[config.mk]
export PLATFORM = sky130hd
export DESIGN_NAME = sar_scan_control
export DESIGN_NICKNAME = d
export VERILOG_FILES = /design/src/rtl/sar_scan_control.sv
export SDC_FILE = /design/constraint.sdc
export NUM_CORES = 1
export LEC_CHECK = 0
export BUFFER_PORTS_ARGS = -buffer_cell sky130_fd_sc_hd__buf_2
export CORE_MARGIN = 1
export CORE_UTILIZATION = 50
export CTS_CLUSTER_SIZE = 16
export DETAILED_ROUTE_END_ITERATION = 7
export GPL_TIMING_DRIVEN = 0
export PLACE_DENSITY = 0.82
export SETUP_SLACK_MARGIN = 0.3
export SYNTH_ARGS = -nofsm -noshare
export SYNTH_HDL_FRONTEND = slang
export SYNTH_SLANG_ARGS = --single-unit
[constraint.sdc]
create_clock -name clk -period 2.4 [get_ports clk]
set_input_delay 0 -clock clk [delete_from_list [all_inputs] [get_ports clk]]
set_output_delay 0 -clock clk [all_outputs]
set_load 0.05 [all_outputs]
[src/rtl/sar_scan_control.sv]
// Successive-approximation ADC controller with a channel-mask scan sequencer.
// Produces one tagged result per enabled channel and supports single scans,
// continuous scans and a synchronous abort.
module sar_scan_control #(
  parameter int unsigned WIDTH    = 16,
  parameter int unsigned SETTLE   = 4,
  parameter int unsigned CHANNELS = 4,
  parameter int unsigned CH_BITS  = 2
) (
  input  logic                clk,
  input  logic                reset_n,
  input  logic                go,
  input  logic [CHANNELS-1:0] ch_mask,
  input  logic                continuous,
  input  logic                abort,
  input  logic                cmp,
  output logic [WIDTH-1:0]    value,
  output logic                sample,
  output logic [CH_BITS-1:0]  channel,
  output logic                busy,
  output logic [WIDTH-1:0]    result,
  output logic [CH_BITS-1:0]  result_ch,
  output logic                valid,
  output logic                done
);

  localparam int unsigned CNT_W = $clog2(SETTLE + 1);
  localparam logic [WIDTH-1:0] MSB = {1'b1, {(WIDTH-1){1'b0}}};

  typedef enum logic [1:0] {S_IDLE, S_SAMPLE, S_CONVERT, S_STORE} state_e;

  state_e              state_q, state_d;
  logic                go_q, go_d;
  logic [CHANNELS-1:0] mask_q, mask_d;
  logic [CH_BITS-1:0]  next_ch_q, next_ch_d;
  logic [CNT_W-1:0]    cnt_q, cnt_d;
  logic [WIDTH-1:0]    pos_q, pos_d;
  logic [WIDTH-1:0]    value_q, value_d;
  logic                sample_q, sample_d;
  logic [CH_BITS-1:0]  channel_q, channel_d;
  logic                busy_q, busy_d;
  logic [WIDTH-1:0]    result_q, result_d;
  logic [CH_BITS-1:0]  result_ch_q, result_ch_d;
  logic                valid_q, valid_d;
  logic                done_q, done_d;

  logic                start_c;
  logic                higher_found_c;
  logic [CH_BITS-1:0]  higher_ch_c;
  logic [WIDTH-1:0]    trial_c;

  // Index of the lowest set bit of a channel mask (0 when empty).
  function automatic logic [CH_BITS-1:0] lowest_ch(input logic [CHANNELS-1:0] m);
    lowest_ch = '0;
    for (int i = int'(CHANNELS) - 1; i >= 0; i--) begin
      if (m[i]) lowest_ch = CH_BITS'(i);
    end
  endfunction

  assign start_c = go & ~go_q;

  // Next enabled channel above the one currently converting.
  always_comb begin
    higher_found_c = 1'b0;
    higher_ch_c    = '0;
    for (int i = int'(CHANNELS) - 1; i >= 0; i--) begin
      if (mask_q[i] && (i > int'(channel_q))) begin
        higher_found_c = 1'b1;
        higher_ch_c    = CH_BITS'(i);
      end
    end
  end

  // State register.
  always_ff @(posedge clk or negedge reset_n) begin
    if (!reset_n) state_q <= S_IDLE;
    else          state_q <= state_d;
  end

  // Next-state logic; abort from any active state wins over everything.
  always_comb begin
    state_d = state_q;
    unique case (state_q)
      S_IDLE:    if (!abort && start_c && (ch_mask != '0)) state_d = S_SAMPLE;
      S_SAMPLE:  if (abort) state_d = S_IDLE;
                 else if (cnt_q == CNT_W'(1)) state_d = S_CONVERT;
      S_CONVERT: if (abort) state_d = S_IDLE;
                 else if (pos_q[0]) state_d = S_STORE;
      S_STORE:   if (abort || done_q) state_d = S_IDLE;
                 else state_d = S_SAMPLE;
      default:   state_d = S_IDLE;
    endcase
  end

  // Datapath and registered outputs for the chosen transition.
  always_comb begin
    go_d        = go;
    mask_d      = mask_q;
    next_ch_d   = next_ch_q;
    cnt_d       = cnt_q;
    pos_d       = pos_q;
    value_d     = value_q;
    sample_d    = sample_q;
    channel_d   = channel_q;
    result_d    = result_q;
    result_ch_d = result_ch_q;
    valid_d     = 1'b0;
    done_d      = 1'b0;
    busy_d      = (state_d != S_IDLE);
    trial_c     = value_q;

    unique case (state_q)
      S_IDLE: begin
        if (state_d == S_SAMPLE) begin
          mask_d    = ch_mask;
          channel_d = lowest_ch(ch_mask);
          value_d   = MSB;
          pos_d     = MSB;
          sample_d  = 1'b1;
          cnt_d     = CNT_W'(SETTLE);
        end
      end
      S_SAMPLE: begin
        if (state_d == S_CONVERT) sample_d = 1'b0;
        else                      cnt_d    = cnt_q - CNT_W'(1);
      end
      S_CONVERT: begin
        // Resolve the current trial bit, then raise the next one.
        if (cmp) trial_c = trial_c & ~pos_q;
        pos_d   = pos_q >> 1;
        trial_c = trial_c | pos_d;
        value_d = trial_c;
        if (state_d == S_STORE) begin
          result_d    = trial_c;
          result_ch_d = channel_q;
          valid_d     = 1'b1;
          // Decide now what follows so done lines up with valid.
          if (higher_found_c) begin
            next_ch_d = higher_ch_c;
          end else if (continuous && (ch_mask != '0)) begin
            mask_d    = ch_mask;
            next_ch_d = lowest_ch(ch_mask);
          end else begin
            done_d = 1'b1;
          end
        end
      end
      S_STORE: begin
        if (state_d == S_SAMPLE) begin
          channel_d = next_ch_q;
          value_d   = MSB;
          pos_d     = MSB;
          sample_d  = 1'b1;
          cnt_d     = CNT_W'(SETTLE);
        end
      end
      default: ;
    endcase

    // Quiet the analog drive whenever the controller is idle.
    if (state_d == S_IDLE) begin
      value_d  = '0;
      sample_d = 1'b0;
    end
  end

  // Datapath and output registers.
  always_ff @(posedge clk or negedge reset_n) begin
    if (!reset_n) begin
      go_q        <= 1'b0;
      mask_q      <= '0;
      next_ch_q   <= '0;
      cnt_q       <= '0;
      pos_q       <= '0;
      value_q     <= '0;
      sample_q    <= 1'b0;
      channel_q   <= '0;
      busy_q      <= 1'b0;
      result_q    <= '0;
      result_ch_q <= '0;
      valid_q     <= 1'b0;
      done_q      <= 1'b0;
    end else begin
      go_q        <= go_d;
      mask_q      <= mask_d;
      next_ch_q   <= next_ch_d;
      cnt_q       <= cnt_d;
      pos_q       <= pos_d;
      value_q     <= value_d;
      sample_q    <= sample_d;
      channel_q   <= channel_d;
      busy_q      <= busy_d;
      result_q    <= result_d;
      result_ch_q <= result_ch_d;
      valid_q     <= valid_d;
      done_q      <= done_d;
    end
  end

  assign value     = value_q;
  assign sample    = sample_q;
  assign channel   = channel_q;
  assign busy      = busy_q;
  assign result    = result_q;
  assign result_ch = result_ch_q;
  assign valid     = valid_q;
  assign done      = done_q;

endmodule

==> results.py <==
metrics = {
    "worst_setup_path": {
        "cp-end-kind": "flop",
        "cpPeakStageDelay_ps": 460,
        "cp_num_buf_inv": 3,
        "required_ps": 2630,
        "r2r-start": "state_q[0]",
        "cp-start-kind": "flop",
        "worstPathMaxFanout": 5,
        "cp_slowest_cell": "dfrtp_2",
        "worstPathArrival_ps": 2400,
        "r2r_end": "next_ch_q[0]",
        "rr_worst_depth": 10,
        "criticalPathCategory": "flop to flop",
        "r2r_setup_slack_ps": 230,
        "critPathTopFamily": "compound AO/OA/AOI/OAI gates",
        "cp_cell_sequence": "buf_6 -> ha_4 -> nand2_1 -> o221a_2 -> o21a_4 -> inv_6 -> nand3_4 -> buf_8 -> nor2_4 -> mux2_4",
    },
    "finish": {
        "fin_nets": 403,
        "drive_above_1_share_pct": 36.73,
        "area_growth_pct": 34.98,
        "antenna_cells": 0,
        "final_core_util_pct": 70.04,
    },
    "status": {
        "status": "finished, final reports clean",
    },
    "timing": {
        "hold_slack_ps": 43.49,
        "worst_pin_slew_ps": 827.1,
        "rsz0062_at_grt": "true",
        "fin_skew_ps": 13.14,
        "min_period_ps": 2169,
        "drv_slew": 0,
        "fmax_ghz": 0.4611,
        "relSlewSlack_pct": 44.86,
        "hold_viol_final": 0,
        "setup_viol": 0,
        "setup_ws_ps": 231.2,
        "finalCritPeriodShare_pct": 90.37,
    },
    "floorplanning": {
        "dieArea_mm2": 0.006500,
        "dieWidth_um": 80.62,
        "die_height_um": 80.62,
        "start_util_pct": 51.89,
        "core_mm2": 0.005956,
        "rows": 28,
        "ios": 50,
    },
    "min_path": {
        "worstHoldPathType": "primary input to flop",
        "min_to": "done",
        "holdPathStages": 3,
        "worstHoldStart": "continuous",
    },
    "grt": {
        "first_global_vias": 2478,
        "gr-total-overflow": 0,
        "grt_pass1_wl_um": 12050,
        "track_usage_pct": 25.14,
        "grt_max_degree": 68,
        "antenna_found_initial": 0,
    },
    "yosys": {
        "synth_warnings": 0,
        "synth_top_family_by_area": "compound AO/OA/AOI/OAI gates",
        "synth.area.mux_share_pct": 2.186,
        "synth-xor-area-share_pct": 0,
        "synth_compound_gate_area_share_pct": 23.00,
        "syn_inst": 293,
        "synth-seq-area-share_pct": 54.25,
        "synth_top_area_cell": "dfrtp_1",
        "synth_adder_area_share_pct": 2.429,
        "synth_area_leaders": "dfrtp_1 (54%), nand2_1 (6.3%), a32o_1 (4.9%)",
        "synthSimpleGateAreaFrac_pct": 13.44,
        "synth-seq-cells": 67,
        "synth_cell_types": 46,
        "synth_area_per_cell_um2": 10.55,
        "syn-cell-area_mm2": 0.003090,
        "syn_nets": 309,
        "synth_top_area_share_pct": 54.25,
    },
    "clocking": {
        "clock_sinks": 67,
        "cts_buffer_depth": 2,
        "clk_pin_slew_worst_paths_ps": 80,
        "cts_tree": "done",
        "cts-buffers-inserted": 9,
        "root_buffer": "clkbuf_8",
        "clock_latency_ps": 350,
        "htree_levels": 3,
    },
    "place": {
        "place.gp.congestion": 0.8189,
        "pre_cts_slack_ps": -150.1,
        "port_buffers": 48,
        "dp_hpwl_um": 4529,
    },
    "routing": {
        "drt_iter0_markers": 163,
        "vias_per_cell": 5.762,
        "wirelength_um": 8081,
        "num_vias": 2691,
        "antenna_left": 0,
        "drt_pre_antenna_iters": 5,
        "wire_per_inst_um": 17.30,
        "drc_errors": 0,
    },
    "power": {
        "leakage_nw": 1.967,
        "finalPower_mw": 3.862,
        "powerDensity_mw_per_mm2": 925.8,
        "peakVddDrop_mv": 0.6120,
    },
    "flow_run": {
        "maxCapViolCount": 0,
    },
}
==> stage by stage <==
stage / cells / area (um2) / TNS (ps)
CTS: 451 / 3931 / 0
floorplan: 293 / 3115 / 0
global placement: 416 / 3450 / -904.7
detailed placement: 416 / 3452 / -1520
global route: 467 / 4172 / 0
finish: 467 / 4172 / 0
==> where the power goes <==
group          internal, mW  total (mW)  switching, mW
clock                 0.508       0.965          0.457
combinational         0.714        1.55          0.838
sequential             1.23        1.34          0.110
==> worst register-to-register path: stages, from the launching register on <==
cell	delay (ps)
dfrtp_2	460
buf_6	130
ha_4	130
nand2_1	60
o221a_2	240
o21a_4	260
inv_6	90
nand3_4	90
buf_8	150
nor2_4	120
mux2_4	320
==> registers in the layout, indices dropped and copies added, names as in the netlist, 2 cells and up <==
name,count
cnt_q,3
result,16
value,16
pos_q,16
next_ch_q,2
result_ch,2
mask_q,3
channel,2
state_q,2
==> logic make-up after synthesis <==
family / count (synthesis)
buf+inv: 30
compound gates: 97
simple gates: 87
fa+ha+maj: 6
mux: 6
flops: 67
==> cell usage in the layout (no fill, tap or decap), types with 3 or more instances in the layout <==
| cell type | netlist | routed |
|---|---|---|
| nor2b_1 | 4 | 3 |
| nor2_1 | 10 | 9 |
| clkbuf_1 | 9 | 3 |
| a32o_1 | 15 | 15 |
| o21ai_0 | 20 | 15 |
| a21oi_1 | 24 | 24 |
| buf_4 | 3 | 23 |
| dfrtp_1 | 67 | 65 |
| nand2_1 | 52 | 52 |
| nor2_4 | 0 | 4 |
| buf_2 | 3 | 48 |
| mux2_4 | 0 | 5 |
| ha_4 | 0 | 4 |
| a22o_1 | 15 | 15 |
| o22ai_1 | 3 | 3 |
| dlygate4sd3_1 | 0 | 5 |
| clkbuf_8 | 0 | 10 |
| o21ai_1 | 2 | 7 |
| o221a_2 | 3 | 3 |
| inv_1 | 12 | 9 |
| clkbuf_2 | 0 | 5 |
| buf_8 | 0 | 3 |
| buf_6 | 2 | 9 |
==> cell usage after synthesis (all sizes together) <==
cell and number:
and3 1, o32a 1, o22ai 3, a21oi 25, a31oi 2, o21a 2, a22oi 1, nor4bb 1
nor3b 2, nand4b 1, buf 8, nand2 52, nand3 3, a22o 15, nand2b 1, o22a 1
inv 13, mux2 6, a32o 15, a21o 1, o211ai 2, dfrtp 67, nor3 3, nor2 13
clkbuf 9, o21bai 1, a31o 1, a311oi 1, o221a 3, nor2b 5, ha 6, or4 3
o21ai 23, and2 2
==> worst max path at each step <==
stage	startpoint	end	slack, ps	cells past startpoint
final	state_q[0]	next_ch_q[0]	230	10
after global routing	state_q[0]	next_ch_q[0]	150	11
after CTS	state_q[0]	value[6]	290	8
after detailed placement	state_q[0]	value[4]	-150	8
after global placement	state_q[0]	value[8]	-90	8
after floorplan	state_q[0]	value[10]	310	8
==> repair_timing <==
action | in CTS | in global routing
pin swaps | 6 | 16
hold endpoints to repair | 71 | 0
hold buffers | 5 | 0
endpoints found under the setup margin | 60 | 55
gates resized for setup | 31 | 31
cloned | 0 | 2
setup buffers | 14 | 14
==> layer usage <==
metal / GRT usage (%) / wire, um
met1: 32.94 / 3618
met2: 38.73 / 3879
met3: 4.432 / 387
met4: 15.00 / 195
met5: 0 / 0
==> layout make-up <==
class	count	area (um2)
sequential	67	1679
tap	75	93.84
timing repair buffer	83	573.1
fill	398	1784
clock buffer	10	137.6
clock inverter	6	63.81
buffer	17	145.1
multi-input combinational	196	1423
inverter	13	56.30
Power figures use the tool's default switching activity.
